<file path="src/rtl/slice_lane_collector_pkg.sv">
// Shared constants and types for the slice/lane collector and its neighbours.
// A slice is one bit from each of the 25 lanes. A state holds 64 slices.
package slice_lane_collector_pkg;

    localparam int SLICE_W   = 25;
    localparam int DEPTH     = 64;
    localparam int NUM_LANES = 25;
    localparam int CNT_W     = 6;
    localparam int IDX_W     = 5;

    typedef enum logic {
        FILL  = 1'b0,
        DRAIN = 1'b1
    } state_e;

    // Keccak lane numbering: lane (x, y) lives at index x + 5*y.
    function automatic logic [IDX_W-1:0] idx(input int unsigned x, input int unsigned y);
        return IDX_W'(x + 5 * y);
    endfunction

endpackage

</file>
<file path="src/rtl/slice_lane_collector_if.sv">
// Lane output stream: the collector presents one 64-bit lane per handshake.
interface slice_lane_collector_if;
    import slice_lane_collector_pkg::*;

    logic             lane_valid;
    logic             lane_ready;
    logic [IDX_W-1:0] lane_idx;
    logic [DEPTH-1:0] lane_out;

    modport master (
        output lane_valid,
        output lane_idx,
        output lane_out,
        input  lane_ready
    );

    modport slave (
        input  lane_valid,
        input  lane_idx,
        input  lane_out,
        output lane_ready
    );

endinterface

</file>
<file path="src/rtl/slice_lane_collector_lane_store.sv">
// 25 x 64 transpose store: slices are written as columns and lanes are read as rows.
// The contents are not reset, because every FILL overwrites all 64 columns.
module slice_lane_collector_lane_store
    import slice_lane_collector_pkg::*;
(
    input  logic               clk,
    input  logic               wr_en,
    input  logic [CNT_W-1:0]   wr_col,
    input  logic [SLICE_W-1:0] wr_data,
    input  logic [IDX_W-1:0]   rd_row,
    output logic [DEPTH-1:0]   rd_data
);

    localparam logic [IDX_W-1:0] LAST_ROW = IDX_W'(SLICE_W - 1);

    logic [DEPTH-1:0] lane_q [SLICE_W];
    logic [DEPTH-1:0] lane_d [SLICE_W];

    always_comb begin
        lane_d = lane_q;
        if (wr_en) begin
            for (int unsigned m = 0; m < SLICE_W; m++) begin
                lane_d[m][wr_col] = wr_data[m];
            end
        end
    end

    always_ff @(posedge clk) begin
        lane_q <= lane_d;
    end

    always_comb begin
        rd_data = '0;
        if (rd_row <= LAST_ROW) begin
            rd_data = lane_q[rd_row];
        end
    end

endmodule

</file>
<file path="src/rtl/slice_lane_collector.sv">
// Collects 64 slices into the transpose store, then streams out 25 lanes.
// While it drains, slice_ready is held low so that the Datapath stalls.
module slice_lane_collector
    import slice_lane_collector_pkg::*;
(
    input  logic                        clk,
    input  logic                        rst,
    input  logic                        clear,
    input  logic                        slice_valid,
    input  logic [SLICE_W-1:0]          slice_in,
    output logic                        slice_ready,
    output logic [CNT_W-1:0]            slice_cnt,
    slice_lane_collector_if.master      lane,
    output logic                        busy,
    output logic                        done
);

    localparam logic [CNT_W-1:0] LAST_SLICE = CNT_W'(DEPTH - 1);
    localparam logic [IDX_W-1:0] LAST_LANE  = IDX_W'(NUM_LANES - 1);

    state_e           state_q, state_d;
    logic [CNT_W-1:0] slice_cnt_q, slice_cnt_d;
    logic [IDX_W-1:0] lane_idx_q, lane_idx_d;
    logic             lane_valid_q, lane_valid_d;
    logic [DEPTH-1:0] lane_out_q, lane_out_d;
    logic             done_q, done_d;

    logic             accept;
    logic             handshake;
    logic             last_slice;
    logic             last_lane;
    logic [IDX_W-1:0] rd_row;
    logic [DEPTH-1:0] rd_data;

    // State register
    always_ff @(posedge clk or negedge rst) begin
        if (!rst) begin
            state_q      <= FILL;
            slice_cnt_q  <= '0;
            lane_idx_q   <= '0;
            lane_valid_q <= 1'b0;
            lane_out_q   <= '0;
            done_q       <= 1'b0;
        end else begin
            state_q      <= state_d;
            slice_cnt_q  <= slice_cnt_d;
            lane_idx_q   <= lane_idx_d;
            lane_valid_q <= lane_valid_d;
            lane_out_q   <= lane_out_d;
            done_q       <= done_d;
        end
    end

    // Next-state logic
    always_comb begin
        state_d = state_q;
        if (clear) begin
            state_d = FILL;
        end else begin
            unique case (state_q)
                FILL:    if (accept && last_slice)   state_d = DRAIN;
                DRAIN:   if (handshake && last_lane) state_d = FILL;
                default: state_d = FILL;
            endcase
        end
    end

    // Output and handshake decode
    always_comb begin
        slice_ready = (state_q == FILL);
        busy        = (state_q == DRAIN);
        accept      = slice_ready & slice_valid & ~clear;
        handshake   = lane_valid_q & lane.lane_ready & ~clear;
        last_slice  = (slice_cnt_q == LAST_SLICE);
        last_lane   = (lane_idx_q == LAST_LANE);
    end

    // Prefetch the row that will be presented after the current handshake.
    always_comb begin
        rd_row = '0;
        if (state_q == DRAIN && !last_lane) begin
            rd_row = lane_idx_q + 1'b1;
        end
    end

    always_comb begin
        slice_cnt_d  = slice_cnt_q;
        lane_idx_d   = lane_idx_q;
        lane_valid_d = lane_valid_q;
        lane_out_d   = lane_out_q;
        done_d       = 1'b0;
        if (clear) begin
            slice_cnt_d  = '0;
            lane_idx_d   = '0;
            lane_valid_d = 1'b0;
        end else begin
            if (accept) begin
                slice_cnt_d = slice_cnt_q + 1'b1;
                if (last_slice) begin
                    // Column 63 is written on this same edge, so lane 0's top bit
                    // comes straight from the incoming slice.
                    lane_valid_d = 1'b1;
                    lane_idx_d   = '0;
                    lane_out_d   = {slice_in[0], rd_data[DEPTH-2:0]};
                end
            end
            if (handshake) begin
                if (last_lane) begin
                    lane_valid_d = 1'b0;
                    lane_idx_d   = '0;
                    done_d       = 1'b1;
                end else begin
                    lane_idx_d   = lane_idx_q + 1'b1;
                    lane_out_d   = rd_data;
                end
            end
        end
    end

    slice_lane_collector_lane_store u_lane_store (
        .clk     (clk),
        .wr_en   (accept),
        .wr_col  (slice_cnt_q),
        .wr_data (slice_in),
        .rd_row  (rd_row),
        .rd_data (rd_data)
    );

    assign slice_cnt       = slice_cnt_q;
    assign lane.lane_valid = lane_valid_q;
    assign lane.lane_idx   = lane_idx_q;
    assign lane.lane_out   = lane_out_q;
    assign done            = done_q;

endmodule

</file>
<file path="src/flat_wrapper.sv">
// flat-port wrapper written by rule: the top's interface ports become plain ports
module slice_lane_collector_flat import slice_lane_collector_pkg::*;
  (clk, rst, clear, slice_valid, slice_in, slice_ready, slice_cnt, busy, done, lane_lane_valid, lane_lane_idx, lane_lane_out, lane_lane_ready);
  slice_lane_collector_if lane_i ();
  input  logic clk;
  input  logic rst;
  input  logic clear;
  input  logic slice_valid;
  input  logic [SLICE_W-1:0] slice_in;
  output logic slice_ready;
  output logic [CNT_W-1:0] slice_cnt;
  output logic busy;
  output logic done;
  output wire logic [$bits(lane_i.lane_valid)-1:0] lane_lane_valid;
  output wire logic [$bits(lane_i.lane_idx)-1:0] lane_lane_idx;
  output wire logic [$bits(lane_i.lane_out)-1:0] lane_lane_out;
  input wire logic [$bits(lane_i.lane_ready)-1:0] lane_lane_ready;
  assign lane_lane_valid = lane_i.lane_valid;
  assign lane_lane_idx = lane_i.lane_idx;
  assign lane_lane_out = lane_i.lane_out;
  assign lane_i.lane_ready = lane_lane_ready;
  slice_lane_collector u_core (.clk(clk), .rst(rst), .clear(clear), .slice_valid(slice_valid), .slice_in(slice_in), .slice_ready(slice_ready), .slice_cnt(slice_cnt), .lane(lane_i), .busy(busy), .done(done));
endmodule
</file>
<file path="config.mk">
export PLATFORM = sky130hd
export DESIGN_NAME = slice_lane_collector_flat
export DESIGN_NICKNAME = d
export VERILOG_FILES = /design/src/rtl/slice_lane_collector_pkg.sv /design/src/rtl/slice_lane_collector_if.sv /design/src/rtl/slice_lane_collector_lane_store.sv /design/src/rtl/slice_lane_collector.sv /design/src/flat_wrapper.sv
export SDC_FILE = /design/constraint.sdc
export NUM_CORES = 2
export LEC_CHECK = 0
export CAP_MARGIN = 10
export CORE_ASPECT_RATIO = 0.5
export CORE_UTILIZATION = 67
export CTS_CLUSTER_DIAMETER = 80
export DETAILED_ROUTE_END_ITERATION = 6
export PLACE_DENSITY = 0.95
export SLEW_MARGIN = 25
export SYNTH_ARGS = -nofsm -noshare
export SYNTH_HDL_FRONTEND = slang
export SYNTH_SLANG_ARGS = --single-unit
</file>
<file path="constraint.sdc">
create_clock -name clk -period 7.17 [get_ports clk]
set_clock_uncertainty 0.2 [all_clocks]
set_input_delay 1.0755 -clock clk [delete_from_list [all_inputs] [get_ports clk]]
set_output_delay 1.0755 -clock clk [all_outputs]
set_load 0.01 [all_outputs]
</file>
==> results.sh, run 1 <==
export IMPL_synth_edf_count=1600
export IMPL_dieWidth_um=460.1
export IMPL_numClockSinks=1678
export IMPL_synth_top_family_by_area="compound AO/OA/AOI/OAI gates"
export IMPL_synth_xor_area_share=0.001228
export IMPL_status="did not finish"
export IMPL_cts_hold_buf=0
export IMPL_syn_nets=5492
export IMPL_ys_top_cells_by_count="1600 x edfxtp_1, 974 x nand2_1, 354 x o21ai_0"
export IMPL_io_pins=109
export IMPL_gp_congestion=0.8956
export IMPL_syn_area_per_cell_um2=12.88
export IMPL_cts_resized=0
export IMPL_fp_dieH_um=231.1
export IMPL_synth_main_ff_cell="edfxtp_1"
export IMPL_dp_hpwl_um=109500
export IMPL_syn_inst=5459
export IMPL_ys_seq_elements=1678
export IMPL_cts_path_max_buffers=3
export IMPL_htreeDepth=4
export IMPL_row_count=83
export IMPL_synth_area_mm2=0.07031
export IMPL_synth_top_cells_by_area="edfxtp_1 68%, nand2_1 5.2%, dfrtp_1 2.8%, o21ai_0 2.5%, o22ai_1 2.4%"
export IMPL_grt_remaining_overflow=148
export IMPL_ys_seq_area_frac=0.7111
export IMPL_synthAdderAreaFrac=0.0005338
export IMPL_synthMuxAreaShare=0.01618
export IMPL_grt_start_max_net_pins=154
export IMPL_synth_top_cell_by_area="edfxtp_1"
export IMPL_portBuffers=108
export IMPL_synth_compound_area_frac=0.1399
export IMPL_dp_cells=6629
export IMPL_numCtsBuffers=141
export IMPL_antenna_found_initial=41
export IMPL_clock_root_buffer="clkbuf_16"
export IMPL_lastStage="global routing"
export IMPL_synth_most_common_cell="edfxtp_1"
export IMPL_place_ws_ns=1.736
export IMPL_error="[ERROR GRT-0232] Routing congestion too high. Check the congestion heatmap in the GUI."
export IMPL_synth_simple_area_share=0.1011
export IMPL_yosysWarnings=0
export IMPL_async_reset_ff_frac=0.04648
export IMPL_placed_area_mm2=0.07252
export IMPL_synth_cell_type_count=78
export IMPL_synth_top_area_frac=0.6833
export IMPL_initial_core_util=0.6805
export IMPL_grt_use_total=0.7300
export IMPL_post_cts_buffers=0
[per-stage QoR]
stage / hold slack (ns) / util
global placement: 0.3061 / 0.6990
floorplan: 0.3168 / -
detailed placement: 0.3165 / 0.7018
CTS: 0.05062 / 0.7458
[kinds of logic after synthesis]
| kind of cell | count (synthesis) |
|---|---|
| fa+ha+maj | 3 |
| flops | 1678 |
| simple gates | 1658 |
| xor+xnor | 9 |
| buf+inv | 494 |
| compound gates | 1510 |
| mux | 107 |
[routing by layer]
layer	overflow	track usage
met5	0	0.6344
met4	68	0.6649
met3	14	0.7004
met2	51	0.8289
met1	15	0.6961
==> run 2: changes to the inputs <==
CORE_ASPECT_RATIO = not set   (was 0.5)
CORE_UTILIZATION = 40   (was 67)
CTS_CLUSTER_DIAMETER = not set   (was 80)
PLACE_DENSITY = not set   (was 0.95)
PLACE_DENSITY_LB_ADDON = 0.15   (was not set)
==> run 2 against run 1 <==
Compared with the run above:
- the flow now finishes without violations
- area after synthesis is the same
- synthesized cell count is the same
==> results.sh, run 2 <==
export IMPL_status="finished, final reports clean"
export IMPL_wl_per_cell_um=29.59
export IMPL_grt_pass1_vias=46874
export IMPL_critPathMaxFanout=51
export IMPL_p_sw_mw=4.262
export IMPL_cts_path_max_buffers=3
export IMPL_synth_top_cells_by_area="edfxtp_1 68%, nand2_1 5.2%, dfrtp_1 2.8%, o21ai_0 2.5%, o22ai_1 2.4%"
export IMPL_ys_top_cells_by_count="1600 x edfxtp_1, 974 x nand2_1, 354 x o21ai_0"
export IMPL_cts_hold_buf=0
export IMPL_portBuffers=108
export IMPL_post_cts_buffers=0
export IMPL_initial_core_util=0.4036
export IMPL_rsz0062_at_grt="no"
export IMPL_powerDensity_mw_per_mm2=253.0
export IMPL_cts_resized=0
export IMPL_p_total_mw=20.26
export IMPL_worst_skew_pair_late_latency_ns=0.82
export IMPL_top_register="u_core.u_lane_store.lane_q"
export IMPL_clock_root_buffer="clkbuf_16"
export IMPL_worst_pin_slew_ns=1.146
export IMPL_grt_remaining_overflow=0
export IMPL_antenna_found_initial=9
export IMPL_largest_register_ffs=1600
export IMPL_syn2layout_area_growth_pct=13.89
export IMPL_crit_type="register to register"
export IMPL_nNetsFinal=5529
export IMPL_max_freq_ghz=0.1668
export IMPL_final_common_cell="edfxtp_1"
export IMPL_crit_arrival_ns=6.51
export IMPL_vias_per_cell=6.092
export IMPL_critPathTopFamily="simple AND/OR/NAND/NOR gates"
export IMPL_synth_cell_type_count=78
export IMPL_fp_dieH_um=421.3
export IMPL_syn_nets=5492
export IMPL_die_area_mm2=0.1775
export IMPL_synth_most_common_cell="edfxtp_1"
export IMPL_synth_edf_count=1600
export IMPL_max_stage_delay_ns=0.92
export IMPL_synth_main_ff_cell="edfxtp_1"
export IMPL_hold_viol_final=0
export IMPL_grt_use_total=0.2607
export IMPL_crit_chain="clkinv_2 -> ha_1 -> and4b_1 -> nor2_4 -> buf_4 -> nand2_4 -> nor2_4 -> buf_4 -> a221oi_1 -> a21o_1 -> a32oi_1"
export IMPL_p_seq_frac=0.532
export IMPL_io_pins=109
export IMPL_gp_congestion=0.7988
export IMPL_start_kind="register"
export IMPL_final_setup_tns_ns=0
export IMPL_final_max_slew_viol_count=0
export IMPL_comb_power_share=0.019
export IMPL_dieWidth_um=421.3
export IMPL_dp_cells=7638
export IMPL_ys_seq_elements=1678
export IMPL_synth_top_area_frac=0.6833
export IMPL_fin_crit_ns=5.996
export IMPL_p_clk_frac=0.449
export IMPL_numClockSinks=1678
export IMPL_setup_viol=0
export IMPL_worst_setup_path_end_kind="register"
export IMPL_maxCapViolations=0
export IMPL_crit_required_ns=7.68
export IMPL_synth_top_cell_by_area="edfxtp_1"
export IMPL_row_count=153
export IMPL_synth_area_mm2=0.07031
export IMPL_period_share=0.8362
export IMPL_peakVddDrop_mv=0.2389
export IMPL_final_cells=7977
export IMPL_drive_above_1_share=0.1133
export IMPL_tritoncts="done"
export IMPL_ys_seq_area_frac=0.7111
export IMPL_fin_util=0.4597
export IMPL_first_pass_iters=6
export IMPL_p_leak_nw=25.97
export IMPL_async_reset_ff_frac=0.04648
export IMPL_drt_iter0_markers=5104
export IMPL_vias=48599
export IMPL_syn_inst=5459
export IMPL_hold_path_class="input pin to async pin"
export IMPL_core_mm2=0.1742
export IMPL_critPathSlowestCell="dfrtp_4"
export IMPL_syn_area_per_cell_um2=12.88
export IMPL_drc_errors=0
export IMPL_dp_hpwl_um=118900
export IMPL_wirelength_um=236100
export IMPL_p_int_mw=15.99
export IMPL_numCtsBuffers=179
export IMPL_layout_common_cells="1600 x edfxtp_1, 970 x nand2_1, 353 x o21ai_0"
export IMPL_swShare=0.2104
export IMPL_grt_pass1_wl_um=337400
export IMPL_clk_pin_slew_ns=0.06
export IMPL_relSlewSlack=0.2361
export IMPL_path_buf_inv=3
export IMPL_htreeDepth=4
export IMPL_yosysWarnings=0
export IMPL_grt_start_max_net_pins=165
export IMPL_ant_nets=0
[run 2: power groups by stage]
stage / Combinational [mW] / Clock, mW / Sequential (mW)
global route: 0.391 / 9.60 / 10.8
CTS: 0.389 / 9.22 / 10.8
detailed placement: 0.389 / 0 / 11.0
global placement: 0.385 / 0 / 11.0
floorplan: 0.0234 / 0 / 11.0
finish: 0.385 / 9.10 / 10.8
[run 2: through the flow]
step | cell area, µm² | worst slack (ns) | hold WS, ns
CTS | 80010 | 1.228 | 0.06623
finish | 80080 | 1.174 | 0.09793
global placement | 74190 | 1.408 | 0.3443
floorplan | 70310 | 3.569 | 0.3168
detailed placement | 74300 | 1.239 | 0.3488
global route | 80070 | 1.012 | 0.1031
[run 2: cell type report]
cell class                 count  area, µm²
tap                         2325       2909
clock buffer                 242       4949
fill                       15599      94130
timing repair buffer         274       2506
sequential                  1678      50010
antenna                        3      7.507
multi-input combinational   3287      18630
inverter                      76      294.0
clock inverter                92      770.7
[run 2: routing by layer]
layer  GRT usage  up-vias  wire length, µm
met3     0.03766      416            16690
met1      0.3480    25027            96990
met2      0.4336     2152           114600
met4     0.09285        0             7806
met5           0        -                0
li1            -    21004                -
[run 2: final timing paths]
path                                          start  slack, ns                        to  cells after the start
setup reg to reg            u_core.lane.lane_idx[0]       1.17  u_core.lane.lane_out[20]                     11
min in group clk           u_core.lane.lane_out[52]       0.34  u_core.lane.lane_out[52]                      2
setup / recovery            u_core.lane.lane_idx[0]       1.17  u_core.lane.lane_out[20]                     11
hold reg to reg            u_core.lane.lane_out[52]       0.34  u_core.lane.lane_out[52]                      2
max in group asynchronous                       rst       5.08   u_core.lane.lane_idx[2]                      2
hold / removal                                  rst        0.1  u_core.lane.lane_out[48]                      1
[run 2: cells by family after synthesis]
group / Yosys count / share of synthesized area
AO/OA/AOI/OAI: 1510 / 0.1399
XOR/XNOR: 9 / 0.001228
adder cells (fa/ha/maj): 3 / 0.0005339
buffers and inverters: 494 / 0.02995
flip-flops: 1678 / 0.7111
multiplexers: 107 / 0.01618
AND/OR/NAND/NOR: 1658 / 0.1011
[run 2: worst register-to-register path: stages, from the launching register on]
cell and delay (ns):
dfrtp_4 0.92, clkinv_2 0.48, ha_1 0.44, and4b_1 0.53
nor2_4 0.18, buf_4 0.48, nand2_4 0.70, nor2_4 0.79
buf_4 0.55, a221oi_1 0.26, a21o_1 0.22, a32oi_1 0.14
(Power assumes the default switching activity.)
